[config.mk]
export PLATFORM = sky130hd
export DESIGN_NAME = pattern_player
export DESIGN_NICKNAME = d
export VERILOG_FILES = /design/src/rtl/logip_pkg.sv /design/src/rtl/sync_fifo.sv /design/src/rtl/pattern_player.sv
export SDC_FILE = /design/constraint.sdc
export NUM_CORES = 1
export LEC_CHECK = 0
export CAP_MARGIN = 20
export CORE_UTILIZATION = 25
export DETAILED_ROUTE_END_ITERATION = 12
export PLACE_DENSITY = 0.48
export SLEW_MARGIN = 15
export SYNTH_ARGS = -nofsm -noshare
export SYNTH_HDL_FRONTEND = slang
export SYNTH_SLANG_ARGS = --single-unit
export TNS_END_PERCENT = 100
[constraint.sdc]
create_clock -name clk_i -period 3.6 [get_ports clk_i]
set_input_delay 1.08 -clock clk_i [delete_from_list [all_inputs] [get_ports clk_i]]
set_output_delay 1.08 -clock clk_i [all_outputs]
set_load 0.02 [all_outputs]
[src/rtl/logip_pkg.sv]
// Shared definitions for the logic-analyzer IP blocks: divider width and the
// playback FSM state encoding.
package logip_pkg;

  localparam int DIVW_DEFAULT = 24;

  typedef enum logic {
    ST_IDLE = 1'b0,
    ST_RUN  = 1'b1
  } play_state_e;

endpackage

[src/rtl/sync_fifo.sv]
// Single-clock FIFO with registered storage, synchronous flush and no
// fall-through: a word written this cycle becomes visible at the head next cycle.
module sync_fifo #(
  parameter int WIDTH = 32,
  parameter int DEPTH = 4
) (
  input  logic                     clk_i,
  input  logic                     rst_i,
  input  logic                     flush_i,
  input  logic                     push_i,
  input  logic [WIDTH-1:0]         wdata_i,
  input  logic                     pop_i,
  output logic [WIDTH-1:0]         rdata_o,
  output logic                     full_o,
  output logic                     empty_o,
  output logic [$clog2(DEPTH):0]   count_o
);

  localparam int PTRW = $clog2(DEPTH);
  localparam int CNTW = PTRW + 1;

  logic [WIDTH-1:0] mem_q [DEPTH];
  logic [WIDTH-1:0] mem_d [DEPTH];
  logic [PTRW-1:0]  wr_ptr_q, wr_ptr_d;
  logic [PTRW-1:0]  rd_ptr_q, rd_ptr_d;
  logic [CNTW-1:0]  count_q, count_d;
  logic             push_ok;
  logic             pop_ok;

  assign full_o  = (count_q == CNTW'(DEPTH));
  assign empty_o = (count_q == '0);
  assign count_o = count_q;
  assign rdata_o = mem_q[rd_ptr_q];

  // Flush overrides any push/pop in the same cycle; pointers wrap naturally
  // because DEPTH is a power of two.
  always_comb begin
    push_ok  = push_i && !full_o && !flush_i;
    pop_ok   = pop_i && !empty_o && !flush_i;
    mem_d    = mem_q;
    wr_ptr_d = wr_ptr_q;
    rd_ptr_d = rd_ptr_q;
    count_d  = count_q;
    if (flush_i) begin
      wr_ptr_d = '0;
      rd_ptr_d = '0;
      count_d  = '0;
    end else begin
      if (push_ok) begin
        mem_d[wr_ptr_q] = wdata_i;
        wr_ptr_d        = wr_ptr_q + PTRW'(1);
      end
      if (pop_ok) begin
        rd_ptr_d = rd_ptr_q + PTRW'(1);
      end
      case ({push_ok, pop_ok})
        2'b10:   count_d = count_q + CNTW'(1);
        2'b01:   count_d = count_q - CNTW'(1);
        default: count_d = count_q;
      endcase
    end
  end

  always_ff @(posedge clk_i) begin
    if (rst_i) begin
      wr_ptr_q <= '0;
      rd_ptr_q <= '0;
      count_q  <= '0;
    end else begin
      wr_ptr_q <= wr_ptr_d;
      rd_ptr_q <= rd_ptr_d;
      count_q  <= count_d;
    end
  end

  always_ff @(posedge clk_i) begin
    mem_q <= mem_d;
  end

endmodule

[src/rtl/pattern_player.sv]
// Pattern-generator output stage: buffers sample words and replays them on the
// channel outputs at f_clk/(div+1), pulsing stb_o on every update.
module pattern_player
  import logip_pkg::*;
#(
  parameter int CHLS  = 32,
  parameter int DEPTH = 4,
  parameter int DIVW  = DIVW_DEFAULT
) (
  input  logic            clk_i,
  input  logic            rst_i,
  input  logic [DIVW-1:0] fdiv_i,
  input  logic            set_div_i,
  input  logic [CHLS-1:0] smpls_i,
  input  logic            vld_i,
  output logic            rdy_o,
  input  logic            start_i,
  input  logic            stop_i,
  output logic [CHLS-1:0] data_o,
  output logic            stb_o,
  output logic            busy_o,
  output logic            underrun_o
);

  localparam int CNTW = $clog2(DEPTH) + 1;

  play_state_e     state_q, state_d;
  logic [DIVW-1:0] div_q, div_d;
  logic [DIVW-1:0] cnt_q, cnt_d;
  logic [CHLS-1:0] data_q, data_d;
  logic            stb_q, stb_d;
  logic            underrun_q, underrun_d;

  logic            fifo_pop;
  logic            fifo_full;
  logic            fifo_empty;
  logic [CHLS-1:0] fifo_head;
  logic [CNTW-1:0] fifo_count;

  sync_fifo #(
    .WIDTH (CHLS),
    .DEPTH (DEPTH)
  ) u_fifo (
    .clk_i   (clk_i),
    .rst_i   (rst_i),
    .flush_i (stop_i),
    .push_i  (vld_i),
    .wdata_i (smpls_i),
    .pop_i   (fifo_pop),
    .rdata_o (fifo_head),
    .full_o  (fifo_full),
    .empty_o (fifo_empty),
    .count_o (fifo_count)
  );

  assign rdy_o      = !fifo_full;
  assign data_o     = data_q;
  assign stb_o      = stb_q;
  assign busy_o     = (state_q == ST_RUN);
  assign underrun_o = underrun_q;

  // A divider reload (set_div_i) or a stop both suppress the tick of this cycle.
  always_comb begin
    state_d    = state_q;
    div_d      = div_q;
    cnt_d      = cnt_q;
    data_d     = data_q;
    stb_d      = 1'b0;
    underrun_d = underrun_q;
    fifo_pop   = 1'b0;
    if (set_div_i) begin
      div_d = fdiv_i;
      cnt_d = fdiv_i;
    end
    case (state_q)
      ST_IDLE: begin
        if (start_i && !stop_i) begin
          state_d    = ST_RUN;
          cnt_d      = set_div_i ? fdiv_i : div_q;
          underrun_d = 1'b0;
        end
      end
      ST_RUN: begin
        if (stop_i) begin
          state_d = ST_IDLE;
        end else if (!set_div_i) begin
          if (cnt_q == '0) begin
            cnt_d = div_q;
            if (!fifo_empty) begin
              fifo_pop = 1'b1;
              data_d   = fifo_head;
              stb_d    = 1'b1;
            end else begin
              underrun_d = 1'b1;
            end
          end else begin
            cnt_d = cnt_q - DIVW'(1);
          end
        end
      end
      default: state_d = ST_IDLE;
    endcase
  end

  always_ff @(posedge clk_i) begin
    if (rst_i) begin
      state_q    <= ST_IDLE;
      div_q      <= '0;
      cnt_q      <= '0;
      data_q     <= '0;
      stb_q      <= 1'b0;
      underrun_q <= 1'b0;
    end else begin
      state_q    <= state_d;
      div_q      <= div_d;
      cnt_q      <= cnt_d;
      data_q     <= data_d;
      stb_q      <= stb_d;
      underrun_q <= underrun_d;
    end
  end

  always_ff @(posedge clk_i) begin
    if (!rst_i) begin
      assert (fifo_count <= CNTW'(DEPTH))
        else $error("fifo count out of range");
    end
  end

endmodule

Word-level counts from Yosys, hierarchy flattened
Cells that the tools add are included.
- word-level logic and storage cells: 79
- bits in registers: 218
- output and inout bits: 36
- bits of input ports: 62
- reduce and logical (&&, ||, !) cells: 16
- multiplexer cells: 28
- bitwise operators: 6
- equality and inequality tests: 8
- magnitude comparators: 3
- $add $sub $neg: 5
- operators with widths (cell ; count):
    $mux 24 ; 6
    $bwmux 128 ; 1
    $mux 32 ; 3
    $bmux 32 s2 ; 1
    $demux 32 s2 ; 1
    $pmux 24 s2 ; 1
    $logic_not 24->1 ; 1
    $sub 24x1->24 const B ; 1
    $mux 1 ; 12
    $reduce_and 5->1 ; 2
    $ge 3x3->1 const B ; 2
    $logic_and 1x1->1 ; 6
    $ne 2x2->1 const B ; 3
    $not 2->3 ; 2
    $pmux 3 s2 ; 1
    $add 2x1->2 const B ; 2
    $ne 2x1->1 const B ; 2
    $not 1->1 ; 4
    $pmux 1 s2 ; 2
    $add 3x1->3 const B ; 1
    $eq 3x3->1 const B ; 1
    $logic_not 1->1 ; 3
    $logic_not 3->1 ; 1
    $lt 3x1->1 const B ; 1
    other kinds (6) ; 6

Depth between registers and ports, before layout
Gate-level depths: netlist of the first run.
- word-level depth: 10
- depth in mapped cells: 15
- mapped depth without buffers: 12

Hierarchy
From an unflattened synthesis of the first run, not the netlist that was laid out.
- cell total of the unflattened synthesis: 793
- area, all modules: 9823.2 um^2
- modules (own cells, without submodules) (module ; area each (um^2) ; times used ; cells each ; seq. area each (um^2)):
    sync_fifo ; 5079.9 ; 1 ; 222 ; 3983.8
    pattern_player ; 4743.3 ; 1 ; 571 ; 1661.6

Worst setup path after synthesis of the first run
No wires, ideal clock.
- kind: reg2reg
- from: register cnt_q[0]
- to: register u_fifo.count_q[2], in the netlist u_fifo.count_o[2]
- slack: 0.093 ns
- buffers on the path: 3
- cell stages (with the launch flop): 16
- data arrival time: 3.437 ns
- data required time: 3.530 ns
- clock period less this slack: 3.507 ns
- cells stage by stage: dfxtp_1 -> inv_1 -> ha_1 -> or4b_1 -> buf_2 -> or2_2 -> clkbuf_1 -> or3_1 -> clkbuf_1 -> nor2_1 -> ha_1 -> inv_1 -> fa_1 -> xor2_1 -> or3_1 -> a21oi_1
- cells in the longest elaborated chain, start to end: 9
- elaborated cells between the ends (all ways): 11
- classes of those cells: eq/ne: 2; mux: 5; reduce/logical: 4
- ends and longest elaborated chain (element ; RTL line ; text):
    from (decl) ; pattern_player.sv:29 ; logic [DIVW-1:0] cnt_q, cnt_d;
    from (signal assigned) ; pattern_player.sv:116 ; cnt_q <= cnt_d;
    $logic_not 24->1 (*) ; pattern_player.sv:87 ; if (cnt_q == '0) begin
    $mux 1 (*) (4 in a row) ; n/a ;
    $logic_and 1x1->1 (*) (2 in a row) ; sync_fifo.sv:39 ; pop_ok = pop_i && !empty_o && !flush_i;
    via u_fifo.pop_ok ; sync_fifo.sv:28 ; logic pop_ok;
    $eq 2x1->1 / $eq 2x2->1 (equally long branches) ; sync_fifo.sv:56 ; case ({push_ok, pop_ok})
    $pmux 3 s2 / $reduce_bool 2->1 (equally long branches) ; n/a ;
    to (signal assigned) ; sync_fifo.sv:72 ; count_q <= count_d;
    to (decl) ; sync_fifo.sv:26 ; logic [CNTW-1:0] count_q, count_d;
The timed path passes the listed nets; every way through them passes the cells marked *.
A chain may end at the register's enable or synchronous reset.

Worst setup path in the final report of the first run
Ends and elaborated chain as after synthesis.

==> impl_metrics.csv, run 1 <==
group,metric,value,unit
cells_and_area,area_growth_syn_to_layout,28.31,%
clock_tree,cts_setup_buffers,0,
synthesis,ys_seq_area_frac,0.6063,
synthesis,synth_area_leader_cell,"sky130_fd_sc_hd__edfxtp_1",
synthesis,ys.flop_type,"sky130_fd_sc_hd__edfxtp_1",
detailed_routing,vias,6558,
worst_setup_path,kind_of_start_point_of_the_critical_path,"flip-flop",
synthesis,async_flop_share,0,
timing,worst_pin_slew,1.046,ns
synthesis,yosys-top-cells-count,"128 x sky130_fd_sc_hd__edfxtp_1, 122 x sky130_fd_sc_hd__nand2_1, 90 x sky130_fd_sc_hd__dfxtp_1, 76 x sky130_fd_sc_hd__a21oi_1, 61 x sky130_fd_sc_hd__nor2_1",
die,std_cell_rows,70,
synthesis,synth_nets,865,
global_routing,grt_start_max_net_pins,44,
global_routing,grt_pass1_wl,40.20,mm
place,place.port_buffers,97,
synthesis,ys_warn_count,0,
clock_tree,tritoncts.num_buffers,28,
die,pin_count,98,
timing,tns,0,ns
power_and_ir_drop,power.static_leakage,3.955,nW
place,post-place-ws,0.2158,ns
die,dieWidth,195.0,um
die,floorplan.initialDensity,0.2543,
place,post-dp-hpwl,15.97,mm
die,core,36610,um2
detailed_routing,drc,0,
clock_tree,cts_hold_buffers,0,
die,dieHeight,195.0,um
clock_tree,cts-resized-gates,0,
power_and_ir_drop,p_per_area,499.1,nW/um2
clock_tree,clkTransAtPathRegs,0.06,ns
timing,fmax,0.3055,GHz
global_routing,use_met3,0.02850,
detailed_routing,drt-initial-drc-count,350,
timing,final_hold_viol_count,0,
clock_tree,clkSinkCount,218,
detailed_routing,detail-route-antenna-nets,0,
timing,final.setup.worst_slack,0.3265,ns
timing,unrepaired_setup_endpoints_after_global_routing,"no",
timing,clock_skew,0.04152,ns
detailed_routing,post_drt_wl_per_cell,18.23,um
worst_setup_path,ff2ff_setup_slack,0.33,ns
global_routing,grt.met2_usage,0.2204,
synthesis,syn_area_cell,11.70,um2
die,design.die.area,38020,um2
cells_and_area,ant_diodes,0,
cells_and_area,post-route-cell-area,11950,um2
global_routing,antenna_found_initial,1,
worst_setup_path,critPathCaptureType,"flip-flop",
clock_tree,clk_path_buf_depth,3,
job,max_cap_viol_count,0,
global_routing,grtUsageTotal,0.1351,
cells_and_area,fill_cells,3692,
place,gpl.final_weighted_congestion,0.8278,
timing,slew_viol_final,0,
worst_setup_path,cp_max_fo,4,
synthesis,yosysUniqueCellTypes,53,
synthesis,post_synth_instance_area,9311,um2
global_routing,groute.layer.met1.usage,0.1798,
timing,setup_viol,0,
synthesis,synth_top_cells_by_area,"sky130_fd_sc_hd__edfxtp_1 41%, sky130_fd_sc_hd__dfxtp_1 19%, sky130_fd_sc_hd__mux4_2 7.7%, sky130_fd_sc_hd__nand2_1 4.9%, sky130_fd_sc_hd__a21oi_1 4.1%",
clock_tree,tritoncts,"built",
clock_tree,clock_latency_of_the_later_clocked_register_in_the_worst_skew_pair,0.57,ns
global_routing,grt_overflow_total,0,
worst_setup_path,worst-endpoint-required,4.07,ns
cells_and_area,nNetsFinal,977,
timing,worst_slew_margin_rel,0.3025,
detailed_routing,detail_route.vias_per_cell,4.694,
timing,layout_min_cycle_time,3.273,ns
timing,final_min_period_over_clock_period,0.9093,
global_routing,first_global_vias,6760,
worst_setup_path,cp.arrival,3.75,ns
synthesis,synth.top_cell.area_share,0.4128,
hold_path,worstHoldPathType,"reg -> reg",
place,placement.cell_area,11030,um2
global_routing,gr-max-usage-layer,"met2",
worst_setup_path,critical_path_class,"reg -> reg",
status,result_of_the_run,"completed",
synthesis,synth_most_common_cell,"sky130_fd_sc_hd__edfxtp_1",
detailed_routing,drt_first_pass_iters,7,
synthesis,synth_cells,796,
power_and_ir_drop,peakVddDrop,0.0003542,V
clock_tree,root_buffer,"sky130_fd_sc_hd__clkbuf_16",
clock_tree,cts-htree-levels,1,
timing,worst_hold_slack,0.4522,ns
synthesis,postSynthRegisterBits,218,
detailed_routing,detail_route.wirelength,25.46,mm
cells_and_area,layout-drive-gt1-share,0.1432,
synthesis,synth-edff-count,128,
## worst max-delay path: stages (launching register included)
cell and delay, ns:
sky130_fd_sc_hd__dfxtp_1 0.32, sky130_fd_sc_hd__inv_1 0.12, sky130_fd_sc_hd__ha_1 0.22, sky130_fd_sc_hd__or4b_1 0.51, sky130_fd_sc_hd__or2_2 0.31, sky130_fd_sc_hd__or3_1 0.35
sky130_fd_sc_hd__nor2_1 0.16, sky130_fd_sc_hd__ha_1 0.21, sky130_fd_sc_hd__inv_1 0.06, sky130_fd_sc_hd__fa_1 0.37, sky130_fd_sc_hd__xor2_1 0.15, sky130_fd_sc_hd__or3_1 0.30
sky130_fd_sc_hd__a21oi_1 0.14
## through the flow
stage,std cells,util,total power (W)
final,1397,0.3264,0.005963
after detailed placement,1346,0.3013,0.003286
after floorplan,796,-,0.003068
after CTS,1397,0.3264,0.006053
after global placement,1346,0.3013,0.003284
after global routing,1397,0.3264,0.006194
## path summary, 6_finish.rpt
| check | startpoint | to | depth (start not counted) |
|---|---|---|---|
| worst min-delay path | data_o[17] | data_o[17] | 2 |
| worst max-delay path | cnt_q[0] | u_fifo.count_o[2] | 12 |
| worst min register to register | data_o[17] | data_o[17] | 2 |
| worst max register to register | cnt_q[0] | u_fifo.count_o[2] | 12 |
## flip-flops by register name, summed over array words and instances (netlist names)
signal           count
div_q               24
u_fifo.wr_ptr_q      2
u_fifo.count_o       3
stb_o                1
busy_o               1
underrun_o           1
cnt_q               24
u_fifo.rd_ptr_q      2
data_o              32
u_fifo.mem_q       128
## layout by cell type (no fill, tap or decap), types with 5 or more instances in the layout
cell type	count
sky130_fd_sc_hd__o21ai_0	30
sky130_fd_sc_hd__nor2_1	61
sky130_fd_sc_hd__clkinv_2	7
sky130_fd_sc_hd__nor4_1	12
sky130_fd_sc_hd__o31a_1	6
sky130_fd_sc_hd__dfxtp_1	88
sky130_fd_sc_hd__clkbuf_16	29
sky130_fd_sc_hd__or2_2	5
sky130_fd_sc_hd__ha_1	6
sky130_fd_sc_hd__inv_1	15
sky130_fd_sc_hd__or3_1	7
sky130_fd_sc_hd__mux4_2	32
sky130_fd_sc_hd__mux2i_1	20
sky130_fd_sc_hd__nand2_1	122
sky130_fd_sc_hd__buf_4	37
sky130_fd_sc_hd__clkbuf_1	8
sky130_fd_sc_hd__buf_12	5
sky130_fd_sc_hd__or4_1	7
sky130_fd_sc_hd__a21oi_1	76
sky130_fd_sc_hd__nand2b_1	7
sky130_fd_sc_hd__xor2_1	6
sky130_fd_sc_hd__clkdlybuf4s50_1	95
sky130_fd_sc_hd__o221ai_1	9
sky130_fd_sc_hd__o211ai_1	6
sky130_fd_sc_hd__nor3_1	15
sky130_fd_sc_hd__xnor2_1	10
sky130_fd_sc_hd__edfxtp_1	128
sky130_fd_sc_hd__a221oi_1	6
sky130_fd_sc_hd__o32ai_1	6
sky130_fd_sc_hd__nor2b_1	6
## cell type report
cell class / instances / area [um2] / share of cell area
clock inverters: 10 / 106.4 / 0.008901
multi-input cells: 503 / 3391 / 0.2838
inverters: 18 / 67.56 / 0.005655
repair buffers: 139 / 1339 / 0.1121
well taps: 468 / 585.6 / 0.04901
clock buffers: 41 / 810.8 / 0.06786
flip-flops and latches: 218 / 5648 / 0.4727
## logic make-up (layout without fill, tap and decap cells)
kind of cell,after synthesis,count (layout),share of synthesized area
adder cells (fa/ha/maj),7,7,0.01021
multiplexers,52,52,0.09890
AO/OA/AOI/OAI,166,166,0.1109
XOR/XNOR,16,16,0.01505
buffers and inverters,75,208,0.03104
flip-flops,218,218,0.6063
AND/OR/NAND/NOR,262,262,0.1277
## layer usage
layer  up-vias  part of all wire
met5         -           0.00047
met1      3184              0.46
met2       155              0.46
met3        46             0.050
li1       3171                 -
met4         2             0.023
## power by group
part | switching (W) | internal (W) | leakage, nW | total [W]
Combinational | 0.000265 | 0.000217 | 1.60 | 0.000482
Sequential | 0.0000490 | 0.00270 | 1.90 | 0.00275
Clock | 0.00109 | 0.00164 | 0.455 | 0.00273
Note: power is estimated with default switching activity, not from simulation.
==> run 2, diff against run 1 <==
--- a/config.mk
+++ b/config.mk
@@ -6,9 +6,11 @@
 export NUM_CORES = 1
 export LEC_CHECK = 0
 export CAP_MARGIN = 20
+export CELL_PAD_IN_SITES_DETAIL_PLACEMENT = 1
+export CELL_PAD_IN_SITES_GLOBAL_PLACEMENT = 1
 export CORE_UTILIZATION = 25
 export DETAILED_ROUTE_END_ITERATION = 12
-export PLACE_DENSITY = 0.48
+export PLACE_DENSITY = 0.56
 export SLEW_MARGIN = 15
 export SYNTH_ARGS = -nofsm -noshare
 export SYNTH_HDL_FRONTEND = slang
==> impl_metrics.csv, run 2 (synthesis results as in run 1) <==
group,metric,value,unit
clock_tree,cts_hold_buffers,0,
cells_and_area,multiInputGateArea,3391,um2
timing,final_hold_viol_count,0,
timing,worst_slew_margin_rel,0.3288,
detailed_routing,post_drt_wl_per_cell,19.38,um
die,design.die.area,38020,um2
worst_setup_path,cp_max_fo,4,
worst_setup_path,ff2ff_setup_slack,0.35,ns
worst_setup_path,worstReg2RegEnd,"u_fifo.count_o[2]",
timing,worst_pin_slew,1.007,ns
cells_and_area,final_common_cell,"sky130_fd_sc_hd__edfxtp_1",
die,floorplan.initialDensity,0.2543,
timing,setup_viol,0,
clock_tree,cts-htree-levels,1,
timing,final_min_period_over_clock_period,0.9014,
die,dieWidth,195.0,um
clock_tree,clk_path_buf_depth,3,
status,result_of_the_run,"completed",
worst_setup_path,kind_of_start_point_of_the_critical_path,"flip-flop",
timing,unrepaired_setup_endpoints_after_global_routing,"no",
hold_path,hp-start,"data_o[12]",
clock_tree,clkTransAtPathRegs,0.06,ns
hold_path,min_delay_path_depth,2,
clock_tree,tritoncts,"built",
power_and_ir_drop,power.static_leakage,3.896,nW
timing,layout_min_cycle_time,3.245,ns
place,gpl.final_weighted_congestion,0.7973,
cells_and_area,post-route-cell-area,11860,um2
clock_tree,cts-resized-gates,0,
die,pin_count,98,
clock_tree,cts_setup_buffers,0,
global_routing,grt_overflow_total,0,
timing,worst_hold_slack,0.4509,ns
cells_and_area,area_growth_syn_to_layout,27.36,%
place,post-dp-hpwl,17.19,mm
worst_setup_path,worstRegToRegCells,12,
place,placed_cells,1343,
cells_and_area,layout-drive-gt1-share,0.1345,
place,place.port_buffers,97,
timing,fmax,0.3082,GHz
timing,clock_skew,0.01476,ns
worst_setup_path,cp.arrival,3.73,ns
clock_tree,clock_latency_of_the_later_clocked_register_in_the_worst_skew_pair,0.56,ns
power_and_ir_drop,power.total,0.005861,W
detailed_routing,detail_route.wirelength,26.94,mm
timing,slew_viol_final,0,
detailed_routing,drt_first_pass_iters,4,
timing,tns,0,ns
global_routing,first_global_vias,7149,
job,max_cap_viol_count,0,
place,placement.cell_area,11010,um2
cells_and_area,largest_register,"u_fifo.mem_q",
cells_and_area,regArea,5648,um2
detailed_routing,detail_route.vias_per_cell,4.804,
clock_tree,clkSinkCount,218,
detailed_routing,drc,0,
detailed_routing,drt-initial-drc-count,330,
power_and_ir_drop,peakVddDrop,0.0002614,V
worst_setup_path,critPathCaptureType,"flip-flop",
detailed_routing,vias,6678,
global_routing,grtUsageTotal,0.1424,
power_and_ir_drop,p_per_area,494.2,nW/um2
hold_path,worstHoldPathType,"reg -> reg",
worst_setup_path,worst-endpoint-required,4.09,ns
hold_path,worst_hold_path.endpoint,"data_o[12]",
clock_tree,root_buffer,"sky130_fd_sc_hd__clkbuf_16",
cells_and_area,nNetsFinal,972,
cells_and_area,largest_register_ffs,128,
clock_tree,tritoncts.num_buffers,26,
cells_and_area,ant_diodes,0,
worst_setup_path,critical_path_class,"reg -> reg",
global_routing,antenna_found_initial,1,
cells_and_area,final_std_cells_w_o_fill,1390,
cells_and_area,fill_cells,4042,
global_routing,grt_start_max_net_pins,45,
detailed_routing,detail-route-antenna-nets,0,
die,std_cell_rows,70,
die,dieHeight,195.0,um
worst_setup_path,crit-reg2reg-launch,"cnt_q[0]",
die,core,36610,um2
cells_and_area,layout_common_cells,"128 x sky130_fd_sc_hd__edfxtp_1, 122 x sky130_fd_sc_hd__nand2_1, 95 x sky130_fd_sc_hd__clkdlybuf4s50_1, 88 x sky130_fd_sc_hd__dfxtp_1, 76 x sky130_fd_sc_hd__a21oi_1",
global_routing,grt_pass1_wl,42.07,mm
-- run 2: critical path, cell delays in order, from the launching register on --
cell	delay (ns)
sky130_fd_sc_hd__dfxtp_1	0.33
sky130_fd_sc_hd__inv_1	0.13
sky130_fd_sc_hd__ha_1	0.21
sky130_fd_sc_hd__or4b_1	0.49
sky130_fd_sc_hd__or2_2	0.31
sky130_fd_sc_hd__or3_1	0.36
sky130_fd_sc_hd__nor2_1	0.14
sky130_fd_sc_hd__ha_1	0.19
sky130_fd_sc_hd__inv_1	0.06
sky130_fd_sc_hd__fa_1	0.37
sky130_fd_sc_hd__xor2_1	0.16
sky130_fd_sc_hd__or3_1	0.31
sky130_fd_sc_hd__a21oi_1	0.14
-- run 2: report_power, final --
| group | internal (W) | switching [W] | leakage (nW) |
|---|---|---|---|
| Sequential | 0.00270 | 0.0000504 | 1.90 |
| Clock | 0.00155 | 0.00107 | 0.409 |
| Combinational | 0.000216 | 0.000271 | 1.59 |
-- run 2: stage by stage --
stage	utilization	setup slack, ns
floorplan	-	0.09303
global placement	0.3007	0.2274
detailed placement	0.3007	0.2271
CTS	0.3239	0.3276
global route	0.3239	0.1455
finish	0.3239	0.3550
-- run 2: how the worst max path moves through the flow --
stage | start | end | slack (ns) | cells past startpoint
floorplan | cnt_q[0] | u_fifo.count_o[2] | 0.09 | 15
global placement | stop_i | u_fifo.count_o[2] | 0.23 | 11
detailed placement | stop_i | u_fifo.count_o[2] | 0.23 | 11
CTS | cnt_q[0] | u_fifo.count_o[2] | 0.33 | 12
global route | cnt_q[0] | u_fifo.count_o[2] | 0.15 | 12
finish | cnt_q[0] | u_fifo.count_o[2] | 0.35 | 12
-- run 2: metal layers --
layer | global-route usage | part of all wire | up-vias
li1 | - | - | 3149
met1 | 0.1835 | 0.44 | 3340
met2 | 0.2426 | 0.49 | 146
met3 | 0.03074 | 0.055 | 41
met4 | 0.03412 | 0.018 | 2
met5 | 0 | 0.00041 | -
-- run 2: cell type report --
class	instances	area share
clock inverters	8	0.01023
well taps	468	0.04938
multi-input cells	503	0.2859
inverters	18	0.005697
repair buffers	136	0.1110
clock buffers	39	0.06151
flip-flops and latches	218	0.4763
==> run 3, diff against run 2 <==
--- a/config.mk
+++ b/config.mk
@@ -10,6 +10,7 @@
 export CELL_PAD_IN_SITES_GLOBAL_PLACEMENT = 1
 export CORE_UTILIZATION = 25
 export DETAILED_ROUTE_END_ITERATION = 12
+export GPL_TIMING_DRIVEN = 0
 export PLACE_DENSITY = 0.56
 export SLEW_MARGIN = 15
 export SYNTH_ARGS = -nofsm -noshare
==> impl_metrics.csv, run 3 (synthesis results as in run 1) <==
group,metric,value,unit
clock_tree,clkTransAtPathRegs,0.06,ns
place,post-place-ws,-0.8029,ns
clock_tree,cts-htree-levels,1,
job,max_cap_viol_count,0,
global_routing,grt_start_max_net_pins,27,
die,dieWidth,195.0,um
detailed_routing,detail_route.vias_per_cell,4.797,
clock_tree,cts_hold_buffers,0,
place,gpl.final_weighted_congestion,0.8315,
timing,final_min_period_over_clock_period,0.9483,
cells_and_area,final_common_cell,"sky130_fd_sc_hd__edfxtp_1",
power_and_ir_drop,p_per_area,503.0,nW/um2
cells_and_area,regArea,5645,um2
global_routing,grt_overflow_total,0,
global_routing,first_global_vias,7254,
worst_setup_path,kind_of_start_point_of_the_critical_path,"flip-flop",
status,result_of_the_run,"completed",
timing,final_hold_viol_count,0,
timing,worst_slew_margin_rel,0.3969,
hold_path,worstHoldPathType,"reg -> reg",
die,std_cell_rows,70,
worst_setup_path,critical_path_class,"reg -> reg",
global_routing,grtUsageTotal,0.1493,
cells_and_area,post-route-cell-area,11870,um2
worst_setup_path,crit-reg2reg-launch,"cnt_q[18]",
worst_setup_path,cp.arrival,3.89,ns
detailed_routing,drc,0,
die,design.die.area,38020,um2
worst_setup_path,critPathCaptureType,"flip-flop",
worst_setup_path,worst-endpoint-required,4.07,ns
detailed_routing,detail_route.wirelength,28.08,mm
clock_tree,root_buffer,"sky130_fd_sc_hd__clkbuf_16",
cells_and_area,nNetsFinal,990,
worst_setup_path,cp_max_fo,8,
detailed_routing,post_drt_wl_per_cell,19.93,um
die,floorplan.initialDensity,0.2543,
cells_and_area,area_growth_syn_to_layout,27.51,%
detailed_routing,drt-initial-drc-count,336,
clock_tree,clock_latency_of_the_later_clocked_register_in_the_worst_skew_pair,0.56,ns
cells_and_area,layout-drive-gt1-share,0.1073,
cells_and_area,largest_register,"u_fifo.mem_q",
detailed_routing,detail-route-antenna-nets,0,
place,placement.cell_area,10940,um2
global_routing,grt_pass1_wl,43.66,mm
place,place.port_buffers,95,
timing,clock_skew,0.009073,ns
timing,setup_viol,0,
cells_and_area,fill_cells,4028,
clock_tree,clkSinkCount,218,
hold_path,hp-start,"data_o[11]",
global_routing,antenna_found_initial,1,
detailed_routing,drt_first_pass_iters,4,
power_and_ir_drop,peakVddDrop,0.0003668,V
cells_and_area,multiInputGateArea,3418,um2
timing,slew_viol_final,0,
place,post-dp-hpwl,19.51,mm
die,core,36610,um2
clock_tree,tritoncts.num_buffers,26,
clock_tree,clk_path_buf_depth,3,
clock_tree,tritoncts,"built",
power_and_ir_drop,power.static_leakage,3.834,nW
timing,final.setup.worst_slack,0.1860,ns
timing,fmax,0.2929,GHz
cells_and_area,largest_register_ffs,128,
die,pin_count,98,
worst_setup_path,crit_start,"cnt_q[18]",
timing,tns,0,ns
timing,layout_min_cycle_time,3.414,ns
die,dieHeight,195.0,um
timing,worst_pin_slew,0.9047,ns
cells_and_area,layout_common_cells,"128 x sky130_fd_sc_hd__edfxtp_1, 122 x sky130_fd_sc_hd__nand2_1, 95 x sky130_fd_sc_hd__clkdlybuf4s50_1, 90 x sky130_fd_sc_hd__dfxtp_1, 76 x sky130_fd_sc_hd__a21oi_1",
cells_and_area,ant_diodes,0,
detailed_routing,vias,6759,
-- run 3: per-layer routing --
layer,up-vias,global-route usage,wire [um]
li1,3195,-,-
met1,3388,0.1928,12570
met2,142,0.2562,13500
met3,32,0.03005,1521
met4,2,0.03470,471
met5,-,0,11
-- run 3: area by class of cell --
cell class,count,area share
Tap cell,468,0.04932
Clock inverter,16,0.01697
Clock buffer,32,0.05838
Timing Repair Buffer,100,0.08810
Multi-Input combinational cell,503,0.2879
Inverter,18,0.005691
Buffer,54,0.01813
Sequential cell,218,0.4755
-- run 3: critical path, stage by stage, from the launching register on --
cell and delay [ns]:
sky130_fd_sc_hd__dfxtp_1 0.29, sky130_fd_sc_hd__clkbuf_1 0.19, sky130_fd_sc_hd__or4_4 0.60, sky130_fd_sc_hd__or3_1 0.48
sky130_fd_sc_hd__or3_4 0.44, sky130_fd_sc_hd__nor2_1 0.12, sky130_fd_sc_hd__ha_2 0.20, sky130_fd_sc_hd__inv_1 0.05
sky130_fd_sc_hd__fa_1 0.37, sky130_fd_sc_hd__xor2_1 0.16, sky130_fd_sc_hd__or3_1 0.30, sky130_fd_sc_hd__a21oi_1 0.13
-- run 3: final timing paths --
path	to	slack [ns]	cells after the start
setup / recovery	u_fifo.count_o[2]	0.19	11
hold / removal	data_o[11]	0.45	2
setup reg to reg	u_fifo.count_o[2]	0.19	11
hold reg to reg	data_o[11]	0.45	2
-- run 3: where the power goes --
part / switching, W / leakage (nW) / total (W) / internal [W]
combinational: 0.000285 / 1.50 / 0.000489 / 0.000204
sequential: 0.0000528 / 1.90 / 0.00276 / 0.00270
clock: 0.00107 / 0.435 / 0.00273 / 0.00166
total: 0.00141 / 3.83 / 0.00597 / 0.00456
-- run 3: timing repair --
action                                  4_1_cts  5_1_grt
pin swaps                                     1        0
resized for setup                             4        8
endpoints found under the setup margin        4        2
buffers inserted                              1        0
endpoints found under the hold margin         0        0
-- run 3: metrics by stage --
| stage | utilization | hold slack (ns) | cells | power, W |
|---|---|---|---|---|
| 2_1_floorplan | - | 0.4554 | 796 | 0.003068 |
| 3_3_place_gp | 0.2963 | 0.4405 | 1359 | 0.003276 |
| 3_5_place_dp | 0.2988 | 0.4479 | 1363 | 0.003290 |
| 4_1_cts | 0.3238 | 0.4562 | 1410 | 0.006061 |
| 5_1_grt | 0.3243 | 0.4759 | 1409 | 0.006197 |
| 6_report | 0.3243 | 0.4518 | 1409 | 0.005972 |
